`config.mk`:
```
export PLATFORM = sky130hd
export DESIGN_NAME = fib_lpm
export DESIGN_NICKNAME = d
export VERILOG_FILES = /design/src/rtl/fib_pkg.sv /design/src/rtl/fib_prefix_mask.sv /design/src/rtl/fib_lpm.sv
export SDC_FILE = /design/constraint.sdc
export NUM_CORES = 1
export LEC_CHECK = 0
export ABC_AREA = 1
export CAP_MARGIN = 20
export CORE_ASPECT_RATIO = 0.7
export CORE_MARGIN = 5
export CORE_UTILIZATION = 60
export CTS_CLUSTER_DIAMETER = 30
export DETAILED_ROUTE_END_ITERATION = 7
export PLACE_DENSITY = 0.77
export SYNTH_ARGS = -nofsm -noshare
export SYNTH_HDL_FRONTEND = slang
export SYNTH_SLANG_ARGS = --single-unit
```
`constraint.sdc`:
```
create_clock -name clk -period 5.6 [get_ports clk]
set_input_delay 1.68 -clock clk [delete_from_list [all_inputs] [get_ports clk]]
set_output_delay 1.68 -clock clk [all_outputs]
set_load 0.05 [all_outputs]
```
`src/rtl/fib_pkg.sv`:
```
// Shared encodings for the longest-prefix-match FIB: update opcodes,
// update status codes and the scan controller states.
package fib_pkg;

    localparam logic OP_INSERT = 1'b0;
    localparam logic OP_DELETE = 1'b1;

    typedef enum logic [1:0] {
        ST_OK       = 2'b00,
        ST_REPLACED = 2'b01,
        ST_FULL     = 2'b10,
        ST_MISS     = 2'b11
    } status_e;

    typedef enum logic [1:0] {
        IDLE = 2'b00,
        SCAN = 2'b01,
        FIN  = 2'b10
    } state_e;

endpackage

```
`src/rtl/fib_prefix_mask.sv`:
```
// Converts a prefix length into a mask of that many leading (MSB-side) ones.
// Lengths at or above PREFIX_W saturate to an all-ones mask.
module fib_prefix_mask #(
    parameter int PREFIX_W = 64,
    parameter int LEN_W    = $clog2(PREFIX_W + 1)
) (
    input  logic [LEN_W-1:0]    len,
    output logic [PREFIX_W-1:0] mask
);

    assign mask = ~({PREFIX_W{1'b1}} >> len);

endmodule

```
`src/rtl/fib_lpm.sv`:
```
// Register-based FIB with longest-prefix-match lookup. One insert, delete or
// lookup at a time, resolved by a DEPTH-cycle sequential scan of the table.
module fib_lpm #(
    parameter int PREFIX_W     = 64,
    parameter int LEN_W        = $clog2(PREFIX_W + 1),
    parameter int DEPTH        = 8,
    parameter int FACE_W       = 4,
    parameter int DEFAULT_FACE = 0
) (
    input  logic                clk,
    input  logic                rst,
    input  logic                upd_valid,
    output logic                upd_ready,
    input  logic                upd_op,
    input  logic [PREFIX_W-1:0] upd_prefix,
    input  logic [LEN_W-1:0]    upd_len,
    input  logic [FACE_W-1:0]   upd_face,
    output logic                upd_done,
    output logic [1:0]          upd_status,
    input  logic                lk_valid,
    output logic                lk_ready,
    input  logic [PREFIX_W-1:0] lk_prefix,
    output logic                lk_done,
    output logic                lk_hit,
    output logic [LEN_W-1:0]    lk_len,
    output logic [FACE_W-1:0]   lk_face,
    output logic [LEN_W:0]      count
);
    import fib_pkg::*;

    localparam int                IDX_W    = $clog2(DEPTH);
    localparam int                CNT_W    = LEN_W + 1;
    localparam logic [IDX_W-1:0]  LAST_IDX = IDX_W'(DEPTH - 1);
    localparam logic [LEN_W-1:0]  MAX_LEN  = LEN_W'(PREFIX_W);
    localparam logic [FACE_W-1:0] DEF_FACE = FACE_W'(DEFAULT_FACE);

    logic [DEPTH-1:0]    tbl_valid;
    logic [LEN_W-1:0]    tbl_len    [DEPTH];
    logic [PREFIX_W-1:0] tbl_prefix [DEPTH];
    logic [FACE_W-1:0]   tbl_face   [DEPTH];

    state_e state, state_nxt;
    logic [IDX_W-1:0]    idx;
    logic                req_upd;
    logic                req_op;
    logic [PREFIX_W-1:0] req_key;
    logic [LEN_W-1:0]    req_len;
    logic [FACE_W-1:0]   req_face;

    // Scan accumulators: exact {len,prefix} match, first free slot, best LPM.
    logic ex_hit, fr_hit, bs_hit;
    logic [IDX_W-1:0] ex_idx, fr_idx;
    logic [LEN_W-1:0] bs_len;
    logic [FACE_W-1:0] bs_face;
    logic ex_hit_n, fr_hit_n, bs_hit_n;
    logic [IDX_W-1:0] ex_idx_n, fr_idx_n;
    logic [LEN_W-1:0] bs_len_n;
    logic [FACE_W-1:0] bs_face_n;

    logic             wr_en, wr_valid;
    logic [IDX_W-1:0] wr_idx;

    logic upd_acc, lk_acc, start, last;
    logic [PREFIX_W-1:0] key_mask, ent_mask;
    logic exact_now, match_now;
    status_e res_status;
    logic res_wr, res_valid;
    logic [IDX_W-1:0] res_idx;

    // NOTE: readies are gated by rst directly so they read 0 while reset is held
    // and 1 in the first cycle after it is released.
    assign upd_ready = (state == IDLE) && rst;
    assign lk_ready  = (state == IDLE) && rst && !upd_valid;
    assign upd_acc   = upd_valid && upd_ready;
    assign lk_acc    = lk_valid && lk_ready;
    assign start     = upd_acc || lk_acc;
    assign last      = (state == SCAN) && (idx == LAST_IDX);

    fib_prefix_mask #(.PREFIX_W(PREFIX_W), .LEN_W(LEN_W)) u_key_mask (
        .len  (upd_len),
        .mask (key_mask)
    );

    fib_prefix_mask #(.PREFIX_W(PREFIX_W), .LEN_W(LEN_W)) u_ent_mask (
        .len  (tbl_len[idx]),
        .mask (ent_mask)
    );

    always_ff @(posedge clk) begin
        if (!rst) state <= IDLE;
        else      state <= state_nxt;
    end

    // NOTE: every combinational output gets a default first so no latch is inferred.
    always_comb begin
        state_nxt = state;
        case (state)
            IDLE:    if (start) state_nxt = SCAN;
            SCAN:    if (idx == LAST_IDX) state_nxt = FIN;
            FIN:     state_nxt = IDLE;
            default: state_nxt = IDLE;
        endcase
    end

    always_comb begin
        exact_now = tbl_valid[idx] && (tbl_len[idx] == req_len) && (tbl_prefix[idx] == req_key);
        match_now = tbl_valid[idx] && ((req_key & ent_mask) == tbl_prefix[idx]);

        ex_hit_n  = ex_hit || exact_now;
        ex_idx_n  = ex_hit ? ex_idx : idx;
        fr_hit_n  = fr_hit || !tbl_valid[idx];
        fr_idx_n  = fr_hit ? fr_idx : idx;
        bs_hit_n  = bs_hit;
        bs_len_n  = bs_len;
        bs_face_n = bs_face;
        if (match_now && (!bs_hit || tbl_len[idx] > bs_len)) begin
            bs_hit_n  = 1'b1;
            bs_len_n  = tbl_len[idx];
            bs_face_n = tbl_face[idx];
        end
    end

    always_comb begin
        res_status = ST_MISS;
        res_wr     = 1'b0;
        res_valid  = 1'b0;
        res_idx    = ex_idx_n;
        if (req_op == OP_INSERT) begin
            if (req_len > MAX_LEN) begin
                res_status = ST_MISS;
            end else if (ex_hit_n) begin
                res_status = ST_REPLACED;
                res_wr     = 1'b1;
                res_valid  = 1'b1;
            end else if (fr_hit_n) begin
                res_status = ST_OK;
                res_wr     = 1'b1;
                res_valid  = 1'b1;
                res_idx    = fr_idx_n;
            end else begin
                res_status = ST_FULL;
            end
        end else if (ex_hit_n) begin
            res_status = ST_OK;
            res_wr     = 1'b1;
        end
    end

    // NOTE: table payload and request registers carry no reset; only the valid
    // bits, count and outputs are architectural after reset.
    always_ff @(posedge clk) begin
        if (state == IDLE && start) begin
            req_upd  <= upd_acc;
            req_op   <= upd_op;
            req_key  <= upd_acc ? (upd_prefix & key_mask) : lk_prefix;
            req_len  <= upd_len;
            req_face <= upd_face;
            idx      <= '0;
            ex_hit   <= 1'b0;
            ex_idx   <= '0;
            fr_hit   <= 1'b0;
            fr_idx   <= '0;
            bs_hit   <= 1'b0;
            bs_len   <= '0;
            bs_face  <= '0;
        end
        if (state == SCAN) begin
            idx     <= idx + IDX_W'(1);
            ex_hit  <= ex_hit_n;
            ex_idx  <= ex_idx_n;
            fr_hit  <= fr_hit_n;
            fr_idx  <= fr_idx_n;
            bs_hit  <= bs_hit_n;
            bs_len  <= bs_len_n;
            bs_face <= bs_face_n;
            if (last) begin
                wr_en    <= req_upd && res_wr;
                wr_valid <= res_valid;
                wr_idx   <= res_idx;
            end
        end
        if (state == FIN && wr_en) begin
            tbl_len[wr_idx]    <= req_len;
            tbl_prefix[wr_idx] <= req_key;
            tbl_face[wr_idx]   <= req_face;
        end
    end

    always_ff @(posedge clk) begin
        if (!rst) begin
            tbl_valid  <= '0;
            count      <= '0;
            upd_done   <= 1'b0;
            upd_status <= 2'b00;
            lk_done    <= 1'b0;
            lk_hit     <= 1'b0;
            lk_len     <= '0;
            lk_face    <= '0;
        end else begin
            upd_done <= last && req_upd;
            lk_done  <= last && !req_upd;
            if (last && req_upd) upd_status <= res_status;
            if (last && !req_upd) begin
                lk_hit  <= bs_hit_n;
                lk_len  <= bs_hit_n ? bs_len_n : '0;
                lk_face <= bs_hit_n ? bs_face_n : DEF_FACE;
            end
            if (state == FIN && wr_en) begin
                tbl_valid[wr_idx] <= wr_valid;
                if (wr_valid && !tbl_valid[wr_idx]) count <= count + CNT_W'(1);
                else if (!wr_valid)                 count <= count - CNT_W'(1);
            end
        end
    end

endmodule

```
# After elaboration in Yosys (flattened, before gate mapping)
# Memory sizes are Yosys's and may differ from the RTL's. A register that Yosys moved wholly into a read port is not among the register bits.
# Index checks and enable logic that the tools add are counted.
dict set report classes {
  n_bitwise 4
  n_shift 2
  reduce_logical 30
  n_eq_ne 9
  n_lt_le_gt_ge 5
  add_sub_neg 3
  mux 51
}
# op count
set op_table {}
lappend op_table {{$and A64 B64 Y64} 2}
lappend op_table {{$eq A64 B64 Y1} 2}
lappend op_table {{$not A64 Y64} 2}
lappend op_table {{$shr A64 B7 Y64 const A} 2}
lappend op_table {{$mux W64} 1}
lappend op_table {{$mux W3} 13}
lappend op_table {{$mux W7} 4}
lappend op_table {{$logic_and A1 B1 Y1} 16}
lappend op_table {{$mux W4} 4}
lappend op_table {{$mux W8} 2}
lappend op_table {{$mux W1} 15}
lappend op_table {{$mux W2} 7}
lappend op_table {{$add A8 B1 Y8 const B} 1}
lappend op_table {{$bwmux W8} 1}
lappend op_table {{$lt A3 B4 Y1 const B} 2}
lappend op_table {{$sub A8 B1 Y8 const B} 1}
lappend op_table {{$eq A7 B7 Y1} 1}
lappend op_table {{$gt A7 B7 Y1} 1}
lappend op_table {{$gt A7 B7 Y1 const B} 1}
lappend op_table {{$bmux W1 S3} 2}
lappend op_table {{$reduce_and A2 Y1} 3}
lappend op_table {{$logic_not A1 Y1} 5}
lappend op_table {{$logic_or A1 B1 Y1} 4}
lappend op_table {{$ne A2 B2 Y1 const B} 2}
lappend op_table {{10 further kinds} 10}
dict set report totals {
  wordCells 132
  in_bits 144
  mem_bits_rw 600
  ff_bits 139
  memories 3
  output_inout_bits 26
}
# name words width read_ports rd_clocked_by_memory_dff wr line
set mem_list {}
lappend mem_list {tbl_prefix 8 64 1 1 1 fib_lpm.sv:39} ;# logic [PREFIX_W-1:0] tbl_prefix [DEPTH];
lappend mem_list {tbl_len 8 7 1 1 1 fib_lpm.sv:38} ;# logic [LEN_W-1:0] tbl_len [DEPTH];
lappend mem_list {tbl_face 8 4 1 1 1 fib_lpm.sv:40} ;# logic [FACE_W-1:0] tbl_face [DEPTH];

# Depth between registers and ports, before layout
dict set report logic_depth {
  ltp_word 9
  ltp_mapped 27
  ltp_nobuf 23
}

# By module
# Synthesis repeated with hierarchy kept, for this count alone.
dict set report unflattened {
  cells_unflattened 3957
  hier_area_um2 35791.8
}
# module cells_each n_inst seq_area_each_um2 area_per_inst_um2
set by_module_without_submodules {}
lappend by_module_without_submodules {fib_lpm 3695 1 21911.0 34510.6}
lappend by_module_without_submodules {fib_prefix_mask 131 2 0.0 640.6}

# Worst setup path before layout
# Ideal clock, no wire load.
dict set report synth_path {
  path_kind {input-to-output}
  startpoint {input rst}
  endpoint {output lk_ready}
  arrival_time_ps 3841
  required_time_ps 3920
  cell_stages 4
  slack_ps 79
  n_path_buf 0
  cell_sequence {clkinv_1 > nor3_1 > inv_1 > nor2_1}
}
dict set report synth_via {
  elab_chain_cells 2
}
# item line
set synth_lines {}
lappend synth_lines {{start, declared} fib_lpm.sv:11} ;# input logic rst,
lappend synth_lines {{$logic_and A1 B1 Y1} n/a}
lappend synth_lines {{named net upd_ready} fib_lpm.sv:13} ;# output logic upd_ready,
lappend synth_lines {{$logic_and A1 B1 Y1} fib_lpm.sv:73} ;# assign lk_ready = (state == IDLE) && rst && !upd_valid;
lappend synth_lines {{end, declared} fib_lpm.sv:21} ;# output logic lk_ready,
# The timed path passes the listed nets, and every way through them passes these cells.

# Worst setup path after layout
dict set report layout_path {
  startpoint {input rst}
  endpoint {output lk_ready}
}
dict set report layout_via {
  elab_chain_cells 2
}
# item line
set layout_lines {}
lappend layout_lines {{$logic_and A1 B1 Y1 (2 in series)} fib_lpm.sv:73}
# Every way passes these cells.

==> impl_metrics.env <==
export IMPL_cts_clk_slew_worst_paths_ns=0.06
export IMPL_synth_edf_count=705
export IMPL_wirelength_um=104000
export IMPL_root_buffer="clkbuf_16"
export IMPL_netlist_cell_type_count=43
export IMPL_startpoint_type="input port"
export IMPL_slew_viol_final=0
export IMPL_setup_slack_ns=0.660
export IMPL_synth_area_mm2=0.0343
export IMPL_place_port_buffers=169
export IMPL_path_class="in -> out"
export IMPL_worstPathArrival_ns=3.26
export IMPL_dp_slack_ns=0.658
export IMPL_postCtsResizedCells=0
export IMPL_async_flop_share=0
export IMPL_ys_seq_area_frac=0.639
export IMPL_syn_nets=3722
export IMPL_p_per_area_mw_per_mm2=511
export IMPL_grt_pass1_wl_um=155000
export IMPL_grt_pass1_vias=25804
export IMPL_syn_instance_count=3562
export IMPL_min_delay_start="lk_face[2]$_SDFFE_PN0P_"
export IMPL_via_per_inst=5.87
export IMPL_max_clock_freq_ghz=0.202
export IMPL_cts_setup_buffers=0
export IMPL_synth_most_common_cell="nand2_1"
export IMPL_antenna_cells=0
export IMPL_synthToLayoutAreaGrowth_pct=18.1
export IMPL_start_util=0.605
export IMPL_die_area_mm2=0.0621
export IMPL_antenna_left=0
export IMPL_r2r_end="bs_face[0]$_SDFFCE_PN0N_"
export IMPL_tns_ns=0
export IMPL_cts_num_sinks=742
export IMPL_worstMarginPinSlew_ns=1.08
export IMPL_skew_ns=0.0358
export IMPL_nNetsFinal=3884
export IMPL_status="finished, final reports clean"
export IMPL_clock_path_buffers=3
export IMPL_crit_required_ns=3.92
export IMPL_ys_ff_latch=742
export IMPL_drive_gt1_frac=0.0720
export IMPL_io_pins=170
export IMPL_numCtsBuffers=108
export IMPL_drt_initial_drc_count=3738
export IMPL_p_leak_nw=16.0
export IMPL_cts_hold_buffers=0
export IMPL_num_rows=73
export IMPL_clkLatencyLatePin_ns=0.67
export IMPL_ys_top_cells_by_area="edfxtp_1 62%, nand2_1 11%, nor2_1 4.9%"
export IMPL_fillers=3960
export IMPL_period_needed_ns=4.94
export IMPL_ys_top_cells_by_count="963 x nand2_1, 705 x edfxtp_1, 446 x nor2_1, 326 x nand3_1, 323 x inv_1"
export IMPL_ir_worst_vdd_v=0.000325
export IMPL_worstSetupStartpoint="rst"
export IMPL_post_route_drc_count=0
export IMPL_coreArea_mm2=0.0567
export IMPL_whs_path_depth=2
export IMPL_hold_class="reg -> reg"
export IMPL_synth_top_area_frac=0.617
export IMPL_critPathMaxFanout=3
export IMPL_grt_usage=0.331
export IMPL_slew_headroom=0.276
export IMPL_htreeDepth=3
export IMPL_die_w_um=296
export IMPL_r2r_cells=19
export IMPL_power_mw=20.7
export IMPL_fin_crit_sh=0.882
export IMPL_gp_congestion=1.02
export IMPL_die_height_um=210
export IMPL_holdPathEnd="lk_face[2]$_SDFFE_PN0P_"
export IMPL_antenna_found_initial=2
export IMPL_grt_overflow=0
export IMPL_syn_avg_cell_area_um2=9.63
export IMPL_hpwl_um=67000
export IMPL_first_pass_iters=6
export IMPL_yosysWarnings=0
export IMPL_yosys_area_top_type="edfxtp_1"
export IMPL_avgRoutedWirePerCell_um=22.7
export IMPL_ys_flop_type="edfxtp_1"
export IMPL_r2r_setup_slack_ns=0.81
export IMPL_dr_total_vias=26818
export IMPL_setup_viol=0
export IMPL_maxCapViolations=0
export IMPL_end_kind="primary output"
export IMPL_cts_tree="yes"
export IMPL_rsz0062_at_grt="no"
export IMPL_hold_viol=0
export IMPL_grt_max_degree=149
metal layers:
layer,track usage,part of all wire,up-vias
met5,0,0,-
met4,0.0865,0.023,0
li1,-,-,12382
met2,0.484,0.43,1744
met1,0.492,0.40,12513
met3,0.100,0.14,179
cells by family after synthesis:
family	after synthesis	share of synthesized area
xor gates and xnor gates	17	0.00434
AOI/OAI and AO/OA	462	0.0718
buffers and inverters	499	0.0603
adders and majority gates	16	0.00606
and+or+nand+nor	1826	0.219
DFF	742	0.639
worst max path at each step:
stage	slack, ns	endpoint
after floorplan	0.08	lk_ready
after global placement	0.66	lk_ready
after detailed placement	0.66	lk_ready
after CTS	0.65	lk_ready
after global routing	0.47	lk_len[4]$_SDFFE_PN0P_
final	0.66	lk_ready
worst max-delay path, cell delays in order:
cell             delay, ns
clkdlybuf4s50_1       0.48
clkinv_1              0.13
nor3_1                0.42
inv_1                 0.17
nor2_1                0.21
buf_12                0.17
registers in the layout, indices dropped and copies added (netlist names), 4 cells and up, named ones only:
signal,count
req_key,64
lk_face,4
tbl_valid,8
lk_len,7
tbl_len,56
req_face,4
req_len,7
tbl_face,32
tbl_prefix,512
bs_len,7
count,8
bs_face,4
layout make-up:
type	instances	area, um2	share of cell area
Sequential cell	742	21900	0.541
Multi-Input combinational cell	2321	10400	0.256
Clock buffer	120	2840	0.0702
Timing Repair Buffer	212	2150	0.0532
Inverter	339	1280	0.0317
Clock inverter	86	990	0.0244
Tap cell	750	938	0.0232
cell usage in the layout, fill, tap and decap left out, types with 9 or more instances in the layout:
cell type,instances
o211ai_1,11
o22ai_1,54
and2_1,26
nor2_4,11
nand3_1,326
buf_4,34
o21ai_1,51
dfxtp_1,34
a21oi_1,64
inv_1,320
clkinv_2,14
inv_6,21
bufinv_16,14
clkinv_1,15
buf_12,10
clkinvlp_4,11
clkinv_4,14
clkbuf_16,112
nand4_1,32
ha_1,15
xor2_1,10
inv_2,9
clkdlybuf4s50_1,167
nor2_1,437
nand2_1,963
o21ai_0,266
edfxtp_1,705
where the power goes:
group	switching, mW	leakage (nW)	internal (mW)
Combinational	5.09	7.46	1.96
Sequential	0.337	6.70	6.30
Clock	2.63	1.85	4.38
Total	8.06	16.0	12.6
stage by stage:
stage | instances | instance area, um2 | utilization | hold WS [ns]
6_report | 4570 | 40500 | 0.714 | 0.467
5_1_grt | 4570 | 40500 | 0.714 | 0.485
4_1_cts | 4569 | 40500 | 0.714 | 0.468
3_5_place_dp | 4363 | 36700 | 0.646 | 0.458
3_3_place_gp | 4363 | 36700 | 0.646 | 0.455
2_1_floorplan | 3562 | 34300 | - | 0.506
No activity file was read; power rests on OpenSTA's default activity.
